## src/rtl/alu_share_arb.sv

```systemverilog
// alu_share_arb: time-shares one combinational ALU between two requesters.
//
// Each transaction takes three states. In IDLE a round-robin grant accepts one request and
// registers its op/operands into the ALU inputs. In EXEC the ALU settles, and its result and
// flags are captured at the end of the cycle. In RESP the response is held until it is consumed.
// Only one transaction is in flight at a time.
//
// Ports:
//   clk, rst                  clock; synchronous active-high reset
//   reqN_valid/ready/op/a/b   request channel for requester N (N = 0, 1)
//   alu_a, alu_b, alu_op      registered inputs to the shared ALU
//   alu_f, alu_zf, alu_of     ALU result and flags
//   rsp_valid/ready           response handshake
//   rsp_id, rsp_f, rsp_zf, rsp_of   captured response
//   busy                      high whenever the arbiter is not idle
//
// Optional feature (macro ALU_ARB_STATS_EN):
//   stat_clr                  synchronous clear of the grant counters
//   grant_cnt0, grant_cnt1    saturating per-requester accept counters

module alu_share_arb #(
    parameter int unsigned W   = 32,
    parameter int unsigned OPW = 3
) (
    input  logic           clk,
    input  logic           rst,
`ifdef ALU_ARB_STATS_EN
    input  logic           stat_clr,
    output logic [15:0]    grant_cnt0,
    output logic [15:0]    grant_cnt1,
`endif
    input  logic           req0_valid,
    output logic           req0_ready,
    input  logic [OPW-1:0] req0_op,
    input  logic [W-1:0]   req0_a,
    input  logic [W-1:0]   req0_b,
    input  logic           req1_valid,
    output logic           req1_ready,
    input  logic [OPW-1:0] req1_op,
    input  logic [W-1:0]   req1_a,
    input  logic [W-1:0]   req1_b,
    output logic [W-1:0]   alu_a,
    output logic [W-1:0]   alu_b,
    output logic [OPW-1:0] alu_op,
    input  logic [W-1:0]   alu_f,
    input  logic           alu_zf,
    input  logic           alu_of,
    output logic           rsp_valid,
    input  logic           rsp_ready,
    output logic           rsp_id,
    output logic [W-1:0]   rsp_f,
    output logic           rsp_zf,
    output logic           rsp_of,
    output logic           busy
);

    typedef enum logic [1:0] {StIdle, StExec, StResp} state_e;

    state_e         r_state;
    state_e         w_state_d;
    logic           r_last_grant;
    logic           r_cur_id;
    logic [W-1:0]   r_alu_a;
    logic [W-1:0]   r_alu_b;
    logic [OPW-1:0] r_alu_op;
    logic           r_rsp_valid;
    logic           r_rsp_id;
    logic [W-1:0]   r_rsp_f;
    logic           r_rsp_zf;
    logic           r_rsp_of;
    logic           w_gnt0;
    logic           w_gnt1;

    always_comb begin
        w_gnt0    = 1'b0;
        w_gnt1    = 1'b0;
        w_state_d = r_state;
        unique case (r_state)
            StIdle: begin
                // Requester 0 wins if alone, or if requester 1 had the previous grant.
                if (req0_valid && (!req1_valid || r_last_grant)) begin
                    w_gnt0 = 1'b1;
                end else if (req1_valid) begin
                    w_gnt1 = 1'b1;
                end
                if (w_gnt0 || w_gnt1) begin
                    w_state_d = StExec;
                end
            end
            StExec: w_state_d = StResp;
            StResp: begin
                if (rsp_ready) begin
                    w_state_d = StIdle;
                end
            end
            default: w_state_d = StIdle;
        endcase
    end

    always_ff @(posedge clk) begin
        if (rst) begin
            r_state      <= StIdle;
            r_last_grant <= 1'b1;
            r_cur_id     <= 1'b0;
            r_alu_a      <= '0;
            r_alu_b      <= '0;
            r_alu_op     <= '0;
            r_rsp_valid  <= 1'b0;
            r_rsp_id     <= 1'b0;
            r_rsp_f      <= '0;
            r_rsp_zf     <= 1'b0;
            r_rsp_of     <= 1'b0;
        end else begin
            r_state <= w_state_d;
            if (w_gnt0 || w_gnt1) begin
                r_alu_a      <= w_gnt1 ? req1_a  : req0_a;
                r_alu_b      <= w_gnt1 ? req1_b  : req0_b;
                r_alu_op     <= w_gnt1 ? req1_op : req0_op;
                r_cur_id     <= w_gnt1;
                r_last_grant <= w_gnt1;
            end
            if (r_state == StExec) begin
                r_rsp_f     <= alu_f;
                r_rsp_zf    <= alu_zf;
                r_rsp_of    <= alu_of;
                r_rsp_id    <= r_cur_id;
                r_rsp_valid <= 1'b1;
            end
            // Result and flags keep their last values after the handshake.
            if ((r_state == StResp) && rsp_ready) begin
                r_rsp_valid <= 1'b0;
            end
        end
    end

`ifdef ALU_ARB_STATS_EN
    logic [15:0] r_cnt0;
    logic [15:0] r_cnt1;

    // Clear takes priority over a same-cycle accept; counters saturate at all-ones.
    always_ff @(posedge clk) begin
        if (rst || stat_clr) begin
            r_cnt0 <= '0;
            r_cnt1 <= '0;
        end else begin
            if (w_gnt0 && (r_cnt0 != 16'hFFFF)) begin
                r_cnt0 <= r_cnt0 + 16'd1;
            end
            if (w_gnt1 && (r_cnt1 != 16'hFFFF)) begin
                r_cnt1 <= r_cnt1 + 16'd1;
            end
        end
    end

    assign grant_cnt0 = r_cnt0;
    assign grant_cnt1 = r_cnt1;
`endif

    assign req0_ready = w_gnt0;
    assign req1_ready = w_gnt1;
    assign alu_a      = r_alu_a;
    assign alu_b      = r_alu_b;
    assign alu_op     = r_alu_op;
    assign rsp_valid  = r_rsp_valid;
    assign rsp_id     = r_rsp_id;
    assign rsp_f      = r_rsp_f;
    assign rsp_zf     = r_rsp_zf;
    assign rsp_of     = r_rsp_of;
    assign busy       = (r_state != StIdle);

endmodule
```

## config.mk

```make
export PLATFORM = sky130hd
export DESIGN_NAME = alu_share_arb
export DESIGN_NICKNAME = d
export VERILOG_FILES = /design/src/rtl/alu_share_arb.sv
export SDC_FILE = /design/constraint.sdc
export NUM_CORES = 1
export LEC_CHECK = 0
export BUFFER_PORTS_ARGS = -buffer_cell sky130_fd_sc_hd__buf_2
export CAP_MARGIN = 10
export CORE_ASPECT_RATIO = 1.5
export CORE_MARGIN = 4
export CORE_UTILIZATION = 44
export CTS_CLUSTER_SIZE = 12
export DETAILED_ROUTE_END_ITERATION = 6
export PLACE_DENSITY_LB_ADDON = 0.05
export SLEW_MARGIN = 10
export SYNTH_ARGS = -nofsm -noshare
export SYNTH_HDL_FRONTEND = slang
export SYNTH_SLANG_ARGS = --single-unit
```

## constraint.sdc

```tcl
create_clock -name clk -period 1.67 [get_ports clk]
set_input_delay 0.0835 -clock clk [delete_from_list [all_inputs] [get_ports clk]]
set_output_delay 0.0835 -clock clk [all_outputs]
set_load 0.01 [all_outputs]
```

Word level (Yosys, flattened, before mapping)
Cells that the tools add are included.

Output and inout port bits: 106. RAM bits: 0. Memories: 0. Register bits: 107. Latch bits: 0. Logic and storage cells: 38. Bits of input ports: 173. Memory bits (read-only): 0.

Shift operators: 0. Bitwise operators: 0. Multipliers: 0. Div/mod/pow operators: 0. Reduce and logical (&&, ||, !) cells: 10. Add/sub/neg operators: 0. $lt $le $gt $ge: 0. Muxes and demuxes: 13. Eq/ne operators: 4.

Operators by type and width (number): two-way mux 32 bit (2); two-way mux 1 bit (7); case mux 2 bit (3 select lines) (1); two-way mux 2 bit (2); inequality test 2 bit, second input constant (2); logical OR 1 bit (3); two-way mux 3 bit (1); equality test 2 x 1 -> 1 bit, second input constant (1); equality test 2 bit, second input constant (1); logical AND 1 bit (2); logical NOT 2 bit (1); AND reduction 2 bit (1); nonzero test 2 bit (1); OR reduction 2 bit (1); logical NOT 1 bit (1).

Longest topological paths before layout
Gate-level depths: netlist of run 1.

Depth after elaboration: 8. Gate-level depth with buffers: 7.

Worst setup path after synthesis of run 1
No wires, ideal clock.

Path type: reg2reg. Start point: reg r_state[1]. End point: reg r_alu_a[7], in the netlist alu_a[7]. Arrival time: 1.396 ns. Cell stages (with the launch flop): 8. Required time: 1.535 ns. Path slack: 0.139 ns. Library setup time: 0.135 ns. Path through: dfxtp_1 -> buf_6 -> or3b_1 -> buf_2 -> buf_6 -> buf_6 -> o21ai_1 -> a311oi_2.

Longest elaborated chain between the ends: 3. Elaborated cells on any way between the ends: 5.

RTL lines: start: declaration (line 59) `state_e r_state;`; start signal: assignment (line 102) `r_state <= StIdle;`; start signal: assignment (line 114) `r_state <= w_state_d;`; logical NOT 2 bit (*) (line 78) `unique case (r_state)`; two-way mux 1 bit (line 78); two-way mux 32 bit / logical OR 1 bit (equally long branches) (line 116, 115); end signal: assignment (line 116) `r_alu_a <= w_gnt1 ? req1_a : req0_a;`; end: declaration (line 63) `logic [W-1:0] r_alu_a;`.

Every way passes the cells marked *; elsewhere a longest branch is shown, timed or not. A chain may end at the register's enable or synchronous reset.

Worst setup path in the final report of run 1
Start point: reg r_state[1]. End point: out req0_ready.

Longest elaborated chain between the ends: 2.

RTL lines: logical NOT 2 bit (line 78); two-way mux 1 bit (line 78); end: declaration (line 33) `output logic req0_ready,`.

No other way between the ends.

==> summary.md, run 1 <==
| Metric | Value |
|---|---|
| Power Density | `1030 mW/mm^2` |
| Initial antenna violation count | `0` |
| Most area-hungry cell type in the Yosys netlist | `dfxtp_1` |
| GRT busiest layer | `met2` |
| FF+latch count, synth | `107` |
| Worst EP required | `1.59 ns` |
| CP max-delay cell | `or3b_4` |
| Die width | `92.4 um` |
| Setup crit start kind | `flip-flop` |
| Detail Route Antenna Nets | `0` |
| Starting Density | `44.6%` |
| DRC violations left | `0` |
| Final period util | `96.2%` |
| Post-route worst setup slack | `0.0637 ns` |
| CTS buffer count | `9` |
| Final TNS setup | `0 ns` |
| Vias post-DR | `5647` |
| All-Layer GR Usage | `27.1%` |
| Grt met3 use | `5.18%` |
| Most frequent cells in the layout | `buf_2 (277), dfxtp_1 (107), a21oi_1 (104)` |
| Fmax | `623 MHz` |
| Outcome | `finished, final reports clean` |
| CP max stage delay | `0.42 ns` |
| Routability cong. | `0.802` |
| Routed WL | `17.8 mm` |
| Syn. warnings | `0` |
| Die Ht | `135 um` |
| Commonest non-fill, non-tap cell in the layout | `buf_2` |
| CORE AREA | `0.0105 mm^2` |
| GR Overflow Total | `0` |
| Row count | `46` |
| Synth area leaders | `dfxtp_1 (46%), a311oi_1 (12%), a21oi_1 (11%), nand3_1 (7.1%), nand2_1 (5.7%)` |
| Clock sink total | `107` |
| Crit path time final | `1.61 ns` |
| Vias per cell | `5.64` |
| Post-Synthesis Cells | `578` |
| Synthesized net count | `751` |
| DP HPWL | `11.6 mm` |
| IO Pins | `279` |
| Hold Path Class | `primary input to flip-flop` |
| Number of failing hold endpoints at the final stage | `0` |
| # nets final | `1026` |
| Largest buffer count on any clock path | `2` |
| Root Buffer | `clkbuf_16` |
| Fraction of layout cells with a size suffix above 1 | `38.7%` |
| Area after DPL | `0.00624 mm^2` |
| CP arrival | `1.52 ns` |
| Iter 0 DRT Violations | `276` |
| Die area | `0.0124 mm^2` |
| Setup violators final | `0` |
| Netlist cell types | `28` |
| Top cell type's share of synthesized area | `45.6%` |
| RSZ-0062 raised after global routing | `no` |
| H-tree levels | `3` |
| Area of the mapped netlist | `0.00470 mm^2` |
| Sequential-to-total area share from yosys stat | `45.6%` |
| Place WS | `0.133 ns` |
| Clock-pin slew on the worst setup and hold paths | `0.07 ns` |
| Drt wl/cell | `17.7 um` |
| DR pass1 iterations | `5` |
| Worst r2r path cells | `5` |
| Peak VDD IR | `0.000576 V` |
| Hold Crit Depth | `3` |
| Number of global-route vias before repair | `5392` |
| Max Cap Violations | `0` |
| Global-route wire length before repair | `27.3 mm` |
| Clk_lat worst skew | `0.35 ns` |
| Final Skew | `0.00811 ns` |
| Area of the multi-input gates | `0.00222 mm^2` |
| Hold Slack | `0.0118 ns` |
| Area Growth Syn to Fin | `48.8%` |
| Crit Path Max Fanout | `7` |
| Grt met2 use | `47.3%` |
| Final Cell Area | `0.00700 mm^2` |
| I/O Buffers | `278` |
| Crit path cell chain | `buf_4, or3b_4, a21oi_1, buf_2` |
| Fillers | `904` |
| Maximum number of pins on one net before global-route repair | `53` |
| CP Capture Type | `primary output` |
| Max_slew headroom | `65.4%` |
| GR Util met1 | `32.3%` |
| Flip-flop and latch area | `0.00214 mm^2` |
| Final Max Slew Viols | `0` |
| Diodes inserted | `0` |
| Static leakage | `3.10 nW` |
| CTS tree | `done` |
| Critical path class | `flip-flop to primary output` |
| Syn_area_per_cell | `8.13 um^2` |
| Slew of the pin with the lowest slew margin | `0.519 ns` |
routing by layer:
metal / up-vias / routed length [um] / share of wire [%]
li1: 2672 / - / -
met1: 2630 / 6630 / 37
met2: 304 / 9210 / 52
met3: 41 / 1410 / 7.9
met4: 0 / 506 / 2.8
met5: - / 0 / 0
worst max-delay path, delay by kind of cell (launching register included):
| family | cells | cell delay (ns) |
|---|---|---|
| buffers and inverters | 2 | 0.32 |
| AO/OA/AOI/OAI | 1 | 0.13 |
| flip-flops | 1 | 0.31 |
| AND/OR/NAND/NOR | 1 | 0.42 |
flip-flops by register name (all words and copies together), names as in the netlist:
| name | count |
|---|---|
| r_state | 2 |
| alu_a | 32 |
| alu_op | 3 |
| rsp_valid | 1 |
| r_last_grant | 1 |
| rsp_f | 32 |
| rsp_of | 1 |
| alu_b | 32 |
| rsp_id | 1 |
| r_cur_id | 1 |
| rsp_zf | 1 |
layout make-up:
class / count / area share, %
Tap cell: 144 / 2.58
Multi-Input combinational cell: 395 / 31.7
Sequential cell: 107 / 30.6
Clock inverter: 6 / 1.27
Timing Repair Buffer: 338 / 30.5
Clock buffer: 10 / 3.27
Inverter: 2 / 0.107
synth_stat cells:
library cell  count
dfxtp_1         107
a21oi_1         104
nand2_1          71
nand3_1          67
a311oi_1         64
clkbuf_1         53
o21ai_0          50
o21ai_1          18
buf_2             8
buf_6             7
nor2_1            4
a311oi_2          3
buf_4             3
clkbuf_2          2
inv_1             2
nor2b_1           2
or3b_2            2
a211o_1           1
a22oi_1           1
and2_1            1
and2_2            1
buf_1             1
nand2b_1          1
nand3b_1          1
nor2_2            1
nor3b_4           1
or2_1             1
or3b_1            1
final timing paths:
| kind | start | end | slack [ns] |
|---|---|---|---|
| setup reg to reg | r_state[1]$_SDFFE_PP0P_ | alu_b[16]$_SDFFE_PP0P_ | 0.11 |
| setup / recovery | r_state[1]$_SDFFE_PP0P_ | req0_ready | 0.06 |
| hold reg to reg | rsp_f[14]$_SDFFE_PP0N_ | rsp_f[14]$_SDFFE_PP0N_ | 0.45 |
| hold / removal | req1_a[23] | alu_a[23]$_SDFFE_PP0P_ | 0.01 |
timing repair:
item | CTS | global route
hold buffers | 35 | 0
buffers inserted | 0 | 2
endpoints found under the setup margin | 2 | 1
hold endpoints to repair | 35 | 0
pin swaps | 0 | 0
cloned | 2 | 0
gates resized for setup | 2 | 1
stage by stage:
step | instances | utilization [%] | power (W)
after floorplan | 578 | - | 0.00403
after global placement | 947 | 59.2 | 0.00478
after detailed placement | 947 | 59.2 | 0.00482
after CTS | 1000 | 66.3 | 0.00721
after global routing | 1002 | 66.4 | 0.00752
final | 1002 | 66.4 | 0.00718
logic make-up after synthesis:
kind of cell    after synthesis  share of synthesized area, %
compound gates              241                          31.5
simple gates                154                          15.2
flops                       107                          45.6
buf+inv                      76                          7.69
power by group:
part	leakage [nW]	switching, W	total, W	internal [W]
Clock	0.149	0.000953	0.00227	0.00132
Combinational	2.06	0.00108	0.00193	0.000856
Sequential	0.884	0.000144	0.00297	0.00283
(Power assumes the default switching activity.)
==> run 2: changes to the inputs <==
==> constraint.sdc (replaced) <==
create_clock -name clk -period 1.6 [get_ports clk]
set_input_delay 0.08 -clock clk [delete_from_list [all_inputs] [get_ports clk]]
set_output_delay 0.08 -clock clk [all_outputs]
set_load 0.01 [all_outputs]
==> run 2 against run 1 <==
Net effect:
- core utilization rose by 1.5 points
- setup slack worse by 0.031 ns
- die area unchanged
- routed wire length grew 1.8%
- clock power fell by 5%
- clock skew about the same
- first-iteration DRC count shrank 12%
- sequential power rose by 4%
- critical endpoint is now req1_ready
- largest cell class is now non-clock buffers
- largest power group unchanged
- highest routed layer unchanged
==> summary.md, run 2 (same netlist as run 1, synthesis figures left out) <==
| Metric | Value |
|---|---|
| Routed WL | `18.1 mm (+1.8%)` |
| CP max stage delay | `0.44 ns (+0.02 ns)` |
| Detail Route Antenna Nets | `0 (unchanged)` |
| Sw power | `0.00237 W (+9.3%)` |
| Fmax | `638 MHz` |
| Area of the multi-input gates | `0.00226 mm^2 (+1.9%)` |
| I/O Buffers | `278 (unchanged)` |
| Fraction of layout cells with a size suffix above 1 | `39.9% (+1.2 points)` |
| Largest buffer count on any clock path | `2 (unchanged)` |
| Final TNS setup | `0 ns (unchanged)` |
| Routability cong. | `0.792 (-1.2%)` |
| Setup violators final | `0 (unchanged)` |
| IO Pins | `279 (unchanged)` |
| # nets final | `1035 (+0.88%)` |
| Max Cap Violations | `0 (unchanged)` |
| Clk_lat worst skew | `0.35 ns (about the same)` |
| Global-route wire length before repair | `27.0 mm (-1.2%)` |
| Slew of the pin with the lowest slew margin | `0.549 ns (+0.0297 ns)` |
| Row count | `46 (unchanged)` |
| Fillers | `885 (-2.1%)` |
| Die Ht | `135 um (unchanged)` |
| Part of the power in the clock network | `29.3% (-2.4 points)` |
| Commonest non-fill, non-tap cell in the layout | `buf_2` |
| Static leakage | `3.16 nW (+2.2%)` |
| Root Buffer | `clkbuf_16` |
| Final Power | `0.00738 W (+2.8%)` |
| CORE AREA | `0.0105 mm^2 (unchanged)` |
| Area after DPL | `0.00625 mm^2 (+0.24%)` |
| Final Skew | `0.00814 ns (+0.0000266 ns)` |
| Number of global-route vias before repair | `5507 (+2.1%)` |
| Initial antenna violation count | `0 (unchanged)` |
| Hold Path Class | `primary input to flip-flop` |
| Area Growth Syn to Fin | `52.2%` |
| H-tree levels | `3 (unchanged)` |
| Internal Power | `0.00500 W (about the same)` |
| Max_slew headroom | `63.4% (-2.0 points)` |
| Clock-pin slew on the worst setup and hold paths | `0.07 ns (about the same)` |
| GR Overflow Total | `0 (unchanged)` |
| Reg2reg setup slack | `0.04 ns (-0.07 ns)` |
| Most frequent cells in the layout | `buf_2 (277), dfxtp_1 (107), a21oi_1 (103)` |
| CP max-delay cell | `or3b_4` |
| Drt wl/cell | `17.9 um (+0.81%)` |
| Number of failing hold endpoints at the final stage | `0 (unchanged)` |
| Critical path class | `flip-flop to primary output` |
| All-Layer GR Usage | `26.7% (-0.43 points)` |
| Maximum number of pins on one net before global-route repair | `56 (+5.7%)` |
| Final Max Slew Viols | `0 (unchanged)` |
| Sw Ratio | `32.2% (+1.9 points)` |
| Final period util | `98.0%` |
| Final Cell Area | `0.00715 mm^2 (+2.3%)` |
| DP HPWL | `11.5 mm (-0.37%)` |
| DRC violations left | `0 (unchanged)` |
| Origin of the critical flop-to-flop path | `r_state[1]$_SDFFE_PP0P_` |
| Clock sink total | `107 (unchanged)` |
| Starting Density | `44.6% (unchanged)` |
| Hold Crit Start | `req1_b[31]` |
| Setup crit start kind | `flip-flop` |
| Peak VDD IR | `0.000570 V (-0.90%)` |
| Outcome | `finished, final reports clean` |
| Vias post-DR | `5709 (+1.1%)` |
| Die area | `0.0124 mm^2 (unchanged)` |
| Comb pwr share | `28.7% (+1.8 points)` |
| Crit Path Max Fanout | `4 (-3)` |
| Iter 0 DRT Violations | `244 (-12%)` |
| Power Density | `1030 mW/mm^2 (+0.53%)` |
| Part of the power in registers | `42.0% (+0.6 points)` |
| Worst EP required | `1.52 ns (-0.07 ns)` |
| Die width | `92.4 um (unchanged)` |
| CP arrival | `1.49 ns (-0.03 ns)` |
| Crit path time final | `1.57 ns` |
| CTS tree | `done` |
| DR pass1 iterations | `5 (unchanged)` |
| CP Capture Type | `primary output` |
| Vias per cell | `5.64 (about the same)` |
| Crit path cell chain | `or3b_4, buf_12, nor2_2, buf_2` |
| Source of the critical timing path | `r_state[1]$_SDFFE_PP0P_` |
| CTS buffer count | `9 (unchanged)` |
| RSZ-0062 raised after global routing | `yes` |
| Flip-flop and latch area | `0.00214 mm^2 (unchanged)` |
[run 2: changes by cell type in the layout (fill, tap and decap cells not counted), moves of 2 or more]
cell,before,now
buf_12,12,14
inv_6,1,3
clkbuf_16,9,11
o21ai_1,18,20
clkinvlp_4,2,0
clkinv_4,0,2
buf_6,0,3
o21ai_0,50,48
bufinv_16,2,0
dlygate4sd3_1,35,38
a311oi_1,64,58
a311oi_2,3,9
[run 2: metal layers]
layer  GRT usage (%)  part of all wire, %  vias to the layer above
met1            31.4                   37                     2675
li1                -                    -                     2695
met5               0                    0                        -
met4            15.4                  4.6                        0
met2            45.2                   50                      279
met3            4.96                  7.7                       60
[run 2: what timing repair did]
action	CTS	global route
hold endpoints to repair	38	0
hold buffers	38	0
resized for setup	4	11
pin swaps	2	13
cloned	2	2
buffers inserted	1	3
endpoints found under the setup margin	2	19
[run 2: final cells by class]
type                    count  area share (%)
clock inverters             7           0.840
clock buffers               9            3.15
diodes                      1          0.0350
inverters                   2           0.105
repair buffers            347            31.9
well taps                 144            2.52
flip-flops and latches    107            29.9
multi-input cells         395            31.6
[run 2: critical path: cells and delay by family, from the launching register on]
family / cells / cell delay (ns)
AND/OR/NAND/NOR: 2 / 0.53
buffers and inverters: 2 / 0.29
flip-flops: 1 / 0.32
[run 2: worst paths after layout]
kind	endpoint	depth (start not counted)
max	req1_ready	4
min	alu_b[31]$_SDFFE_PP0P_	3
max reg2reg	alu_b[13]$_SDFFE_PP0P_	6
min reg2reg	rsp_f[3]$_SDFFE_PP0N_	2
[run 2: per-stage QoR]
stage / std cells / hold slack, ns / util [%] / worst slack (ns)
floorplan: 578 / 0.216 / - / 0.0693
global placement: 949 / 0.320 / 59.4 / 0.143
CTS: 1006 / 0.000472 / 66.5 / 0.00788
global route: 1011 / 0.0127 / 67.9 / -0.0316
detailed placement: 949 / 0.327 / 59.4 / 0.0893
finish: 1012 / 0.000838 / 67.9 / 0.0325
[run 2: power groups by stage]
stage | sequential, W | combinational, W | clock [W]
after floorplan | 0.00328 | 0.000924 | 0
after global placement | 0.00315 | 0.00184 | 0
after detailed placement | 0.00315 | 0.00189 | 0
after CTS | 0.00310 | 0.00202 | 0.00219
after global routing | 0.00313 | 0.00229 | 0.00228
final | 0.00310 | 0.00212 | 0.00216
==> run 3: changes to the inputs <==
--- a/config.mk
+++ b/config.mk
@@ -9,7 +9,7 @@
 export CAP_MARGIN = 10
 export CORE_ASPECT_RATIO = 1.5
 export CORE_MARGIN = 4
-export CORE_UTILIZATION = 44
+export CORE_UTILIZATION = 45
 export CTS_CLUSTER_SIZE = 12
 export DETAILED_ROUTE_END_ITERATION = 6
 export PLACE_DENSITY_LB_ADDON = 0.05
==> constraint.sdc (replaced) <==
create_clock -name clk -period 2 [get_ports clk]
set_input_delay 0.1 -clock clk [delete_from_list [all_inputs] [get_ports clk]]
set_output_delay 0.1 -clock clk [all_outputs]
set_load 0.01 [all_outputs]
==> run 3 against run 2 <==
Net effect:
- global-route usage fell by 0.61 points
- clock skew about the same
- flip-flop and latch count is the same
- core utilization fell by 2.2 points
- final area fell by 6.3%
- clock power is 19% lower
- clock-buffer cell count rose by 1
- highest routed layer unchanged
==> summary.md, run 3 (same netlist as run 1, synthesis figures left out) <==
| Metric | Value |
|---|---|
| Outcome | `finished, final reports clean` |
| Reg-to-reg endpoint | `alu_b[10]$_SDFFE_PP0P_` |
| DP HPWL | `11.1 mm (-3.4%)` |
| All-Layer GR Usage | `26.1% (-0.61 points)` |
| Iter 0 DRT Violations | `313 (+28%)` |
| Die Ht | `133 um (-1.1%)` |
| CTS buffer count | `9 (unchanged)` |
| IO Pins | `279 (unchanged)` |
| Fmax | `527 MHz` |
| Die width | `91.5 um (-1.0%)` |
| Critical path class | `flip-flop to primary output` |
| Clock-pin slew on the worst setup and hold paths | `0.07 ns (about the same)` |
| Hold Crit Depth | `3 (unchanged)` |
| Commonest non-fill, non-tap cell in the layout | `buf_2` |
| Global-route wire length before repair | `26.0 mm (-3.4%)` |
| Crit path time final | `1.90 ns` |
| Max_slew headroom | `52.0% (-11 points)` |
| Root Buffer | `clkbuf_16` |
| Routed WL | `16.7 mm (-7.5%)` |
| Peak VDD IR | `0.000454 V (-21%)` |
| Largest buffer count on any clock path | `2 (unchanged)` |
| Fraction of layout cells with a size suffix above 1 | `38.1% (-1.8 points)` |
| GR Overflow Total | `0 (unchanged)` |
| Origin of the critical flop-to-flop path | `r_state[1]$_SDFFE_PP0P_` |
| Starting Density | `46.1% (+1.5 points)` |
| Static leakage | `2.96 nW (-6.3%)` |
| Drt wl/cell | `16.9 um (-5.2%)` |
| CP arrival | `1.80 ns (+0.31 ns)` |
| Post-CTS Resized | `0 (-4)` |
| Most frequent cells in the layout | `buf_2 (277), dfxtp_1 (107), a21oi_1 (104)` |
| Setup crit start kind | `flip-flop` |
| Final Skew | `0.00846 ns (+0.000319 ns)` |
| Setup violators final | `0 (unchanged)` |
| CTS tree | `done` |
| DRC violations left | `0 (unchanged)` |
| Vias post-DR | `5466 (-4.3%)` |
| Hold path endpoint | `rsp_f[1]$_SDFFE_PP0N_` |
| Comb pwr share | `25.4% (-3.3 points)` |
| Clock sink total | `107 (unchanged)` |
| Final TNS setup | `0 ns (unchanged)` |
| Number of failing hold endpoints at the final stage | `0 (unchanged)` |
| Final period util | `94.8%` |
| Sw Ratio | `30.8% (-1.4 points)` |
| Row count | `45 (-2.2%)` |
| Initial antenna violation count | `0 (unchanged)` |
| Sw power | `0.00176 W (-26%)` |
| Vias per cell | `5.54 (-1.8%)` |
| Hold Crit Start | `alu_f[1]` |
| Die area | `0.0122 mm^2 (-2.1%)` |
| Maximum number of pins on one net before global-route repair | `68 (+21%)` |
| Number of global-route vias before repair | `5255 (-4.6%)` |
| Part of the power in the clock network | `30.9% (+1.6 points)` |
| Hold Path Class | `primary input to flip-flop` |
| Power Density | `851 mW/mm^2 (-17%)` |
| I/O Buffers | `278 (unchanged)` |
| H-tree levels | `3 (unchanged)` |
| Reg2reg setup slack | `0.30 ns (+0.26 ns)` |
| Diodes inserted | `0 (-1)` |
| Crit Path Max Fanout | `29 (+25)` |
| Final Max Slew Viols | `0 (unchanged)` |
| Worst EP required | `1.90 ns (+0.38 ns)` |
| CORE AREA | `0.0102 mm^2 (-3.2%)` |
| Part of the power in registers | `43.7% (+1.7 points)` |
| Max Cap Violations | `0 (unchanged)` |
| # nets final | `1014 (-2.0%)` |
| Final Util | `65.8% (-2.2 points)` |
| Clk_lat worst skew | `0.34 ns (about the same)` |
| Worst r2r path cells | `4 (-2)` |
| Internal Power | `0.00395 W (-21%)` |
| CP Capture Type | `primary output` |
| Area Growth Syn to Fin | `42.6%` |
| Post-CTS setup repair buffer count | `0 (-1)` |
| Routability cong. | `0.824 (+4.0%)` |
| Detail Route Antenna Nets | `0 (unchanged)` |
| RSZ-0062 raised after global routing | `no` |
| Slew of the pin with the lowest slew margin | `0.720 ns (+0.171 ns)` |
| DR pass1 iterations | `5 (unchanged)` |
## run 3: per-layer routing
metal | wire length (um) | vias up | global-route usage [%]
li1 | - | 2658 | -
met1 | 6360 | 2506 | 31.4
met2 | 8540 | 261 | 44.4
met3 | 1250 | 41 | 5.42
met4 | 585 | 0 | 11.5
met5 | 0 | - | 0
## run 3: cell type report
| cell class | instances | area [um^2] |
|---|---|---|
| repair buffers | 326 | 1870 |
| fillers | 923 | 3490 |
| inverters | 2 | 7.51 |
| flip-flops and latches | 107 | 2140 |
| clock inverters | 6 | 66.3 |
| multi-input cells | 395 | 2210 |
| clock buffers | 10 | 229 |
| well taps | 141 | 176 |
## run 3: power groups by stage
stage,logic [W],clock network (W),registers [W]
after floorplan,0.000739,0,0.00262
after global placement,0.00139,0,0.00253
after detailed placement,0.00141,0,0.00253
after CTS,0.00146,0.00180,0.00249
after global routing,0.00159,0.00189,0.00252
final,0.00145,0.00176,0.00249
## run 3: worst max-delay path: stages (launching register included)
cell	delay, ns
dfxtp_1	0.41
or3b_2	0.52
buf_4	0.24
nor2_1	0.13
buf_2	0.14
## run 3: stage by stage
stage                     worst slack (ns)  cells  cell area [um^2]  hold WS (ns)  total power, W
final                                0.103    987              6700        0.0105         0.00570
after global placement               0.375    939              6090         0.341         0.00392
after global routing                0.0172    987              6700        0.0149         0.00600
after floorplan                      0.469    578              4700         0.236         0.00336
after CTS                           0.0822    986              6690      0.000221         0.00575
after detailed placement             0.304    939              6090         0.346         0.00394
## run 3: how the worst max path moves through the flow
stage	from	end	slack (ns)	depth (start not counted)
floorplan	r_state[1]$_SDFFE_PP0P_	alu_a[7]$_SDFFE_PP0P_	0.47	7
global placement	r_state[1]$_SDFFE_PP0P_	alu_b[2]$_SDFFE_PP0P_	0.37	4
detailed placement	r_state[1]$_SDFFE_PP0P_	alu_b[10]$_SDFFE_PP0P_	0.30	4
CTS	r_state[1]$_SDFFE_PP0P_	req1_ready	0.08	4
global route	r_state[1]$_SDFFE_PP0P_	req1_ready	0.02	4
finish	r_state[1]$_SDFFE_PP0P_	req1_ready	0.10	4
## run 3: timing repair
| action | in CTS | in global routing |
|---|---|---|
| hold endpoints to repair | 31 | 1 |
| endpoints found under the setup margin | 0 | 0 |
| hold buffers | 31 | 1 |
